## src/rtl/wb_pkg.sv

```systemverilog
// Shared types for the writeback stage: result select encoding, the MEM/WB bundle,
// and the result-select helper.
package wb_pkg;

  localparam int WB_DATA_W = 16;
  localparam int WB_REG_AW = 4;

  typedef enum logic [1:0] {
    WB_ALU  = 2'b00,
    WB_LOAD = 2'b01,
    WB_PC   = 2'b10,
    WB_RSVD = 2'b11
  } wb_sel_t;

  typedef struct packed {
    logic                 valid;
    logic                 reg_write;
    logic [WB_REG_AW-1:0] dst;
    wb_sel_t              sel;
    logic [WB_DATA_W-1:0] alu;
    logic [WB_DATA_W-1:0] load;
    logic [WB_DATA_W-1:0] pc2;
    logic                 halt;
  } wb_bundle_t;

  localparam wb_bundle_t WB_BUBBLE = '0;

  // The reserved encoding falls back to the ALU result so a corrupt select still writes something sane.
  function automatic logic [WB_DATA_W-1:0] wb_select(input wb_bundle_t b);
    logic [WB_DATA_W-1:0] r;
    r = b.alu;
    case (b.sel)
      WB_LOAD: r = b.load;
      WB_PC:   r = b.pc2;
      default: r = b.alu;
    endcase
    return r;
  endfunction

endpackage

```

## src/rtl/wb_pipe_reg.sv

```systemverilog
// MEM/WB pipeline register: reset, halt and flush load a bubble, stall holds, otherwise load.
module wb_pipe_reg
  import wb_pkg::*;
(
  input  logic       clk,
  input  logic       rst,
  input  logic       halted,
  input  logic       flush,
  input  logic       stall,
  input  wb_bundle_t d,
  output wb_bundle_t q
);

  // Halt outranks flush, which outranks stall.
  always_ff @(posedge clk) begin
    if (rst) begin
      q <= WB_BUBBLE;
    end else if (halted || flush) begin
      q <= WB_BUBBLE;
    end else if (!stall) begin
      q <= d;
    end
  end

endmodule

```

## src/rtl/regfile_writeback.sv

```systemverilog
// Writeback stage: MEM/WB register, result select, register-file write qualify,
// sticky halted flag and saturating retired-instruction counter.
module regfile_writeback
  import wb_pkg::*;
#(
  parameter int DATA_W      = WB_DATA_W,
  parameter int REG_AW      = WB_REG_AW,
  parameter int CNT_W       = 16,
  parameter bit ZERO_REG_RO = 1'b1
) (
  input  logic              clk,
  input  logic              rst,
  input  logic              mem_valid,
  input  logic              mem_reg_write,
  input  logic [REG_AW-1:0] mem_dst_reg,
  input  logic [1:0]        mem_wb_sel,
  input  logic [DATA_W-1:0] mem_alu_res,
  input  logic [DATA_W-1:0] mem_load_data,
  input  logic [DATA_W-1:0] mem_pc_plus2,
  input  logic              mem_halt,
  input  logic              wb_stall,
  input  logic              wb_flush,
  output logic [REG_AW-1:0] DstReg,
  output logic              WriteReg,
  output logic [DATA_W-1:0] DstData,
  output logic              fwd_valid,
  output logic              halted,
  output logic [CNT_W-1:0]  retired
);

  wb_bundle_t mem_bundle;
  wb_bundle_t wb_q;
  logic       load_valid;
  logic       dst_blocked;

  always_comb begin
    mem_bundle           = WB_BUBBLE;
    mem_bundle.valid     = mem_valid;
    mem_bundle.reg_write = mem_reg_write;
    mem_bundle.dst       = mem_dst_reg;
    mem_bundle.sel       = wb_sel_t'(mem_wb_sel);
    mem_bundle.alu       = mem_alu_res;
    mem_bundle.load      = mem_load_data;
    mem_bundle.pc2       = mem_pc_plus2;
    mem_bundle.halt      = mem_halt;
  end

  wb_pipe_reg u_pipe (
    .clk    (clk),
    .rst    (rst),
    .halted (halted),
    .flush  (wb_flush),
    .stall  (wb_stall),
    .d      (mem_bundle),
    .q      (wb_q)
  );

  // A real instruction actually enters WB this edge (drives both halted and retired).
  assign load_valid = mem_valid && !halted && !wb_flush && !wb_stall;

  assign dst_blocked = ZERO_REG_RO && (wb_q.dst == '0);
  assign DstReg      = wb_q.dst;
  assign DstData     = wb_q.valid ? wb_select(wb_q) : '0;
  assign WriteReg    = wb_q.valid && wb_q.reg_write && !wb_q.halt && !dst_blocked;
  assign fwd_valid   = WriteReg;

  always_ff @(posedge clk) begin
    if (rst) begin
      halted <= 1'b0;
    end else if (load_valid && mem_halt) begin
      halted <= 1'b1;
    end
  end

  always_ff @(posedge clk) begin
    if (rst) begin
      retired <= '0;
    end else if (load_valid && (retired != {CNT_W{1'b1}})) begin
      retired <= retired + CNT_W'(1);
    end
  end

endmodule

```

## config.mk

```make
export PLATFORM = sky130hd
export DESIGN_NAME = regfile_writeback
export DESIGN_NICKNAME = d
export VERILOG_FILES = /design/src/rtl/wb_pkg.sv /design/src/rtl/wb_pipe_reg.sv /design/src/rtl/regfile_writeback.sv
export SDC_FILE = /design/constraint.sdc
export NUM_CORES = 1
export LEC_CHECK = 0
export ABC_AREA = 1
export BUFFER_PORTS_ARGS = -buffer_cell sky130_fd_sc_hd__buf_2
export CAP_MARGIN = 0
export CORE_ASPECT_RATIO = 1.1
export CORE_UTILIZATION = 56
export CTS_CLUSTER_SIZE = 12
export DETAILED_ROUTE_END_ITERATION = 8
export GPL_TIMING_DRIVEN = 0
export PLACE_DENSITY_LB_ADDON = 0.3
export REMOVE_ABC_BUFFERS = 1
export SLEW_MARGIN = 20
export SYNTH_ARGS = -nofsm -noshare
export SYNTH_HDL_FRONTEND = slang
export SYNTH_SLANG_ARGS = --single-unit
```

## constraint.sdc

```tcl
create_clock -name clk -period 2.74 [get_ports clk]
set_clock_uncertainty 0.15 [all_clocks]
set_input_delay 0.685 -clock clk [delete_from_list [all_inputs] [get_ports clk]]
set_output_delay 0.685 -clock clk [all_outputs]
set_load 0.05 [all_outputs]
```

**Word-level counts from Yosys, hierarchy flattened**

Cells that the tools add are included.
W data, S select, Z words.

- $add $sub $neg: 1
- Equal/unequal tests: 3
- Mux-type cells: 2
- Reduce and logical (&&, ||, !) cells: 16

Operator list:

| cell | count |
|---|---|
| $pmux W16 S2 | 1 |
| $add A16 B1 Y16 const B | 1 |
| $mux W16 | 1 |
| $ne A16 B16 Y1 const B | 1 |
| $logic_and A1 B1 Y1 | 8 |
| $logic_not A1 Y1 | 5 |
| $logic_not A4 Y1 | 1 |
| $eq A2 B1 Y1 const B | 1 |
| $eq A2 B2 Y1 const B | 1 |
| $reduce_or A2 Y1 | 1 |
| $logic_or A1 B1 Y1 | 1 |

- Flip-flop bits (word level): 74
- Bits of input ports: 61
- Output and inout port bits: 39
- Logic and storage cells: 32

**Logic depth before layout (Yosys ltp)**

- Depth after elaboration: 5
- Mapped depth: 9
- Mapped depth without buffers: 9

**Hierarchy**

From an unflattened synthesis, not the netlist that was laid out.

- Cells, all modules: 673
- Area total of the unflattened synthesis: 4008.8 sq um

By module, submodules not included:

| module | instances | cells an instance | area an instance (sq um) | sequential area each (sq um) |
|---|---|---|---|---|
| wb_pipe_reg | 1 | 421 | 2575.0 | 1141.1 |
| regfile_writeback | 1 | 252 | 1433.9 | 340.3 |

**Worst setup path after synthesis**

OpenSTA, ideal clock, no wires.

- Path type: register -> output
- Start point: register u_pipe.q[49] in the netlist's numbering
- End point: output DstData[10]
- Data arrival time: 2000 ps
- Required time: 1905 ps
- Setup slack: -95 ps
- Stages on the path, launching flop included: 8
- Path buffers: 2
- Path through: dfxtp_1 inv_1 ha_1 buf_2 inv_1 clkbuf_1 o21ai_0 a21oi_1

- Longest elaborated chain between the ends: 3
- Elaborated cells on any way between the ends: 4
- Classes of those cells: eq/ne: 2; mux: 2

Ends and longest elaborated chain:

| what | RTL line | text |
|---|---|---|
| start: declaration | wb_pipe_reg.sv:11 | `output wb_bundle_t q` |
| start signal: assignment | wb_pipe_reg.sv:17 | `q <= WB_BUBBLE;` |
| start signal: assignment | wb_pipe_reg.sv:19 | `q <= WB_BUBBLE;` |
| start signal: assignment | wb_pipe_reg.sv:21 | `q <= d;` |
| $eq A2 B2 Y1 / $eq A2 B1 Y1 (equally long branches) | wb_pkg.sv:32 | `case (b.sel)` |
| $pmux W16 S2 (*) | wb_pkg.sv:32 |  |
| $mux W16 (*) | regfile_writeback.sv:63 | `assign DstData = wb_q.valid ? wb_select(wb_q) : '0;` |
| end: declaration | regfile_writeback.sv:25 | `output logic [DATA_W-1:0] DstData,` |

Mark *: on every way between the ends. The rest lies on a longest branch, timed or not.

**Final worst setup path**

- Start point: register u_pipe.q[49] in the netlist's numbering
- End point: output DstData[1]

The elaborated chain is that of the path after synthesis.

==> impl_metrics.csv <==
group,metric,value,unit
yosys,synthFlopType,"dfxtp_1",
setup_path,rrSetupSlack,1.06,ns
setup_path,startpoint_type,"flop",
timing,setup_viol_count_final,0,
clocking,cts.sinks,74,
power,power.density,534,nW/um^2
global_route,grt_remaining_overflow,0,
placed_design,place_congestion,0.828,
setup_path,crit_path_end,"DstData[1]",
clocking,clock_path_buffers,2,
setup_path,required,1.90,ns
yosys,seq_area_frac_synth,0.427,
yosys,synth.distinct_cells,25,
yosys,synth_edf_count,0,
placed_design,io_buffers,99,
clocking,cts_root_buf,"clkbuf_8",
floorplanning,coreArea,5880,sq um
final_layout,drive_above_1_share,0.254,
power,leakage,1.86,nW
yosys,netlist_area,3470,sq um
yosys,ys_seq_elements,74,
yosys,yosys_warnings,0,
final_layout,antennaDiodeCount,0,
status,run_status,"finished clean",
setup_path,rr_worst_depth,6,
routing,first_iter_violations,236,
setup_path,crit_chain,"inv_1, ha_4, clkinvlp_4, buf_4, o21ai_0, a21oi_1, buf_2",
clocking,cts_htree_levels,3,
floorplanning,ios,100,
routing,wirelength,8440,microns
clocking,cts-buffers-inserted,9,
setup_path,cp_max_fo,10,
hold_path,worstHoldPathType,"reg2reg",
setup_path,worstSetupStartpoint,"u_pipe.q[49]",
floorplanning,die-area,6510,sq um
routing,firstDrtPassIters,4,
final_layout,fillers,517,
final_layout,syn_to_final_growth,20.5,%
setup_path,cpPeakStageDelay,0.36,ns
floorplanning,row_count,29,
timing,fin_tns_setup,0,ns
global_route,grt_max_degree,60,
routing,routedWlPerCell,12.7,microns
clocking,clock_latency,0.34,ns
setup_path,r2r_start,"retired[0]",
global_route,grt_pass1_wl,14000,microns
routing,via_per_inst,5.26,
routing,drc,0,
placed_design,post-place-ws,-0.444,ns
setup_path,crit_cells,7,
timing,worstMarginPinSlew,0.657,ns
setup_path,critical-path-top-delay-family,"buffers and inverters",
setup_path,criticalPathCategory,"reg2out",
setup_path,cp_num_buf_inv,4,
global_route,grt_antenna_before_repair,0,
floorplanning,initial_core_util,0.590,
timing,fmax,0.373,GHz
setup_path,cp-end-kind,"primary output",
yosys,avgSynthCellArea,6.94,sq um
setup_path,arrival,1.85,ns
routing,num_vias,3488,
timing,rsz0062_at_grt,"false",
timing,hold_viol,0,
yosys,async_flop_share,0,
floorplanning,die_w,77.0,microns
floorplanning,die_h,84.5,microns
global_route,grt_usage,0.270,
timing,finalWorstSetupSlack,0.0590,ns
timing,drv_slew,0,
timing,relSlewSlack,0.562,
power,peakVddDrop,0.364,mV
timing,fin_crit,2.68,ns
hold_path,min_path_cells,2,
routing,antenna_left,0,
timing,fin_crit_sh,0.978,
yosys,synth_cells,500,
setup_path,r2r-end,"retired[10]",
clocking,tritoncts,"yes",
clocking,clk_pin_slew,0.08,ns
final_layout,layout.nets,646,
job,drv_cap,0,
global_route,grt_pass1_vias,3176,
placed_design,hpwl,5550,microns
setup_path,critPathSlowestCell,"dfxtp_1",
[worst min-delay path by stage]
stage	startpoint	end	slack [ns]
after floorplan	u_pipe.q[6]	u_pipe.q[6]	0.29
after global placement	u_pipe.q[6]	u_pipe.q[6]	0.29
after detailed placement	u_pipe.q[35]	u_pipe.q[35]	0.30
after CTS	u_pipe.q[35]	u_pipe.q[35]	0.31
after global routing	u_pipe.q[6]	u_pipe.q[6]	0.33
final	u_pipe.q[33]	u_pipe.q[33]	0.31
[worst min-delay path: stages, from the launching register on]
cell,delay (ns)
dfxtp_1,0.31
nand2_1,0.06
a21oi_1,0.05
[state kept, by name, summed over array words and instances (netlist names)]
register,flops
retired,16
halted,1
u_pipe.q,57
[layer usage]
layer	vias up	GRT usage	part of all wire
li1	1771	-	-
met2	126	0.442	0.48
met5	-	0	0
met3	20	0.0489	0.059
met1	1571	0.343	0.43
met4	0	0.134	0.022
[cells in the final DEF (no fill, tap or decap), types with 3 or more instances in the layout]
master	netlist	routed
nand2_1	169	168
clkbuf_8	0	9
buf_4	5	6
nand2_4	3	3
nor2_1	32	32
nor2_4	3	3
o21ai_0	17	16
dfxtp_1	74	74
nand3_1	19	19
a21oi_1	100	100
nand2_2	4	5
nor2_2	5	5
inv_2	5	4
buf_2	11	95
clkinv_2	0	3
inv_1	21	20
[cell families after synthesis]
group,after synthesis,synth area share
simple gates,241,0.301
buf+inv,59,0.0776
fa+ha+maj,3,0.0108
xor+xnor,1,0.00253
compound gates,122,0.181
flops,74,0.427
[layout make-up]
class                      count  area (sq um)  share of cell area
timing repair buffer         104           556               0.133
sequential                    74          1480               0.354
clock inverter                 6          82.6              0.0198
inverter                      26           104              0.0249
tap                           77          96.3              0.0231
multi-input combinational    367          1740               0.415
clock buffer                   9           124              0.0296
[cell usage after synthesis, types with 2 or more instances]
| cell | number | area share |
|---|---|---|
| a21oi_1 | 100 | 0.14 |
| buf_6 | 2 | 0.0065 |
| nor2_4 | 3 | 0.0097 |
| nand3_1 | 19 | 0.027 |
| nand3_2 | 2 | 0.0058 |
| nor2_1 | 32 | 0.035 |
| nand2_1 | 169 | 0.18 |
| nand2_4 | 3 | 0.0097 |
| buf_2 | 11 | 0.016 |
| nor3_1 | 2 | 0.0029 |
| nor2_2 | 5 | 0.0090 |
| o21bai_1 | 2 | 0.0043 |
| a21oi_2 | 2 | 0.0051 |
| ha_1 | 3 | 0.011 |
| inv_2 | 5 | 0.0054 |
| buf_4 | 5 | 0.011 |
| clkbuf_1 | 15 | 0.016 |
| dfxtp_1 | 74 | 0.43 |
| inv_1 | 21 | 0.023 |
| nand2_2 | 4 | 0.0072 |
| o21ai_0 | 17 | 0.025 |
[where the power goes]
part | leakage, nW | switching, mW | total, mW | internal, mW
combinational | 1.15 | 0.137 | 0.217 | 0.0794
sequential | 0.601 | 0.0180 | 1.12 | 1.10
clock | 0.105 | 0.390 | 0.892 | 0.503
total | 1.86 | 0.545 | 2.23 | 1.69
[through the flow]
step	power [mW]	utilization	hold slack, ns	instance area (sq um)	instances
after floorplan	1.25	-	0.287	3300	467
after global placement	1.34	0.662	0.292	3890	643
after detailed placement	1.35	0.665	0.303	3910	644
after CTS	2.24	0.709	0.315	4170	663
after global routing	2.32	0.711	0.327	4180	663
final	2.23	0.711	0.312	4180	663
[timing repair]
item	4_1_cts	5_1_grt
hold buffers	0	0
setup buffers	4	0
resized for setup	5	7
setup endpoints to repair	21	6
gates cloned	0	0
pin swaps	1	0
No activity file was read; power rests on OpenSTA's default activity.
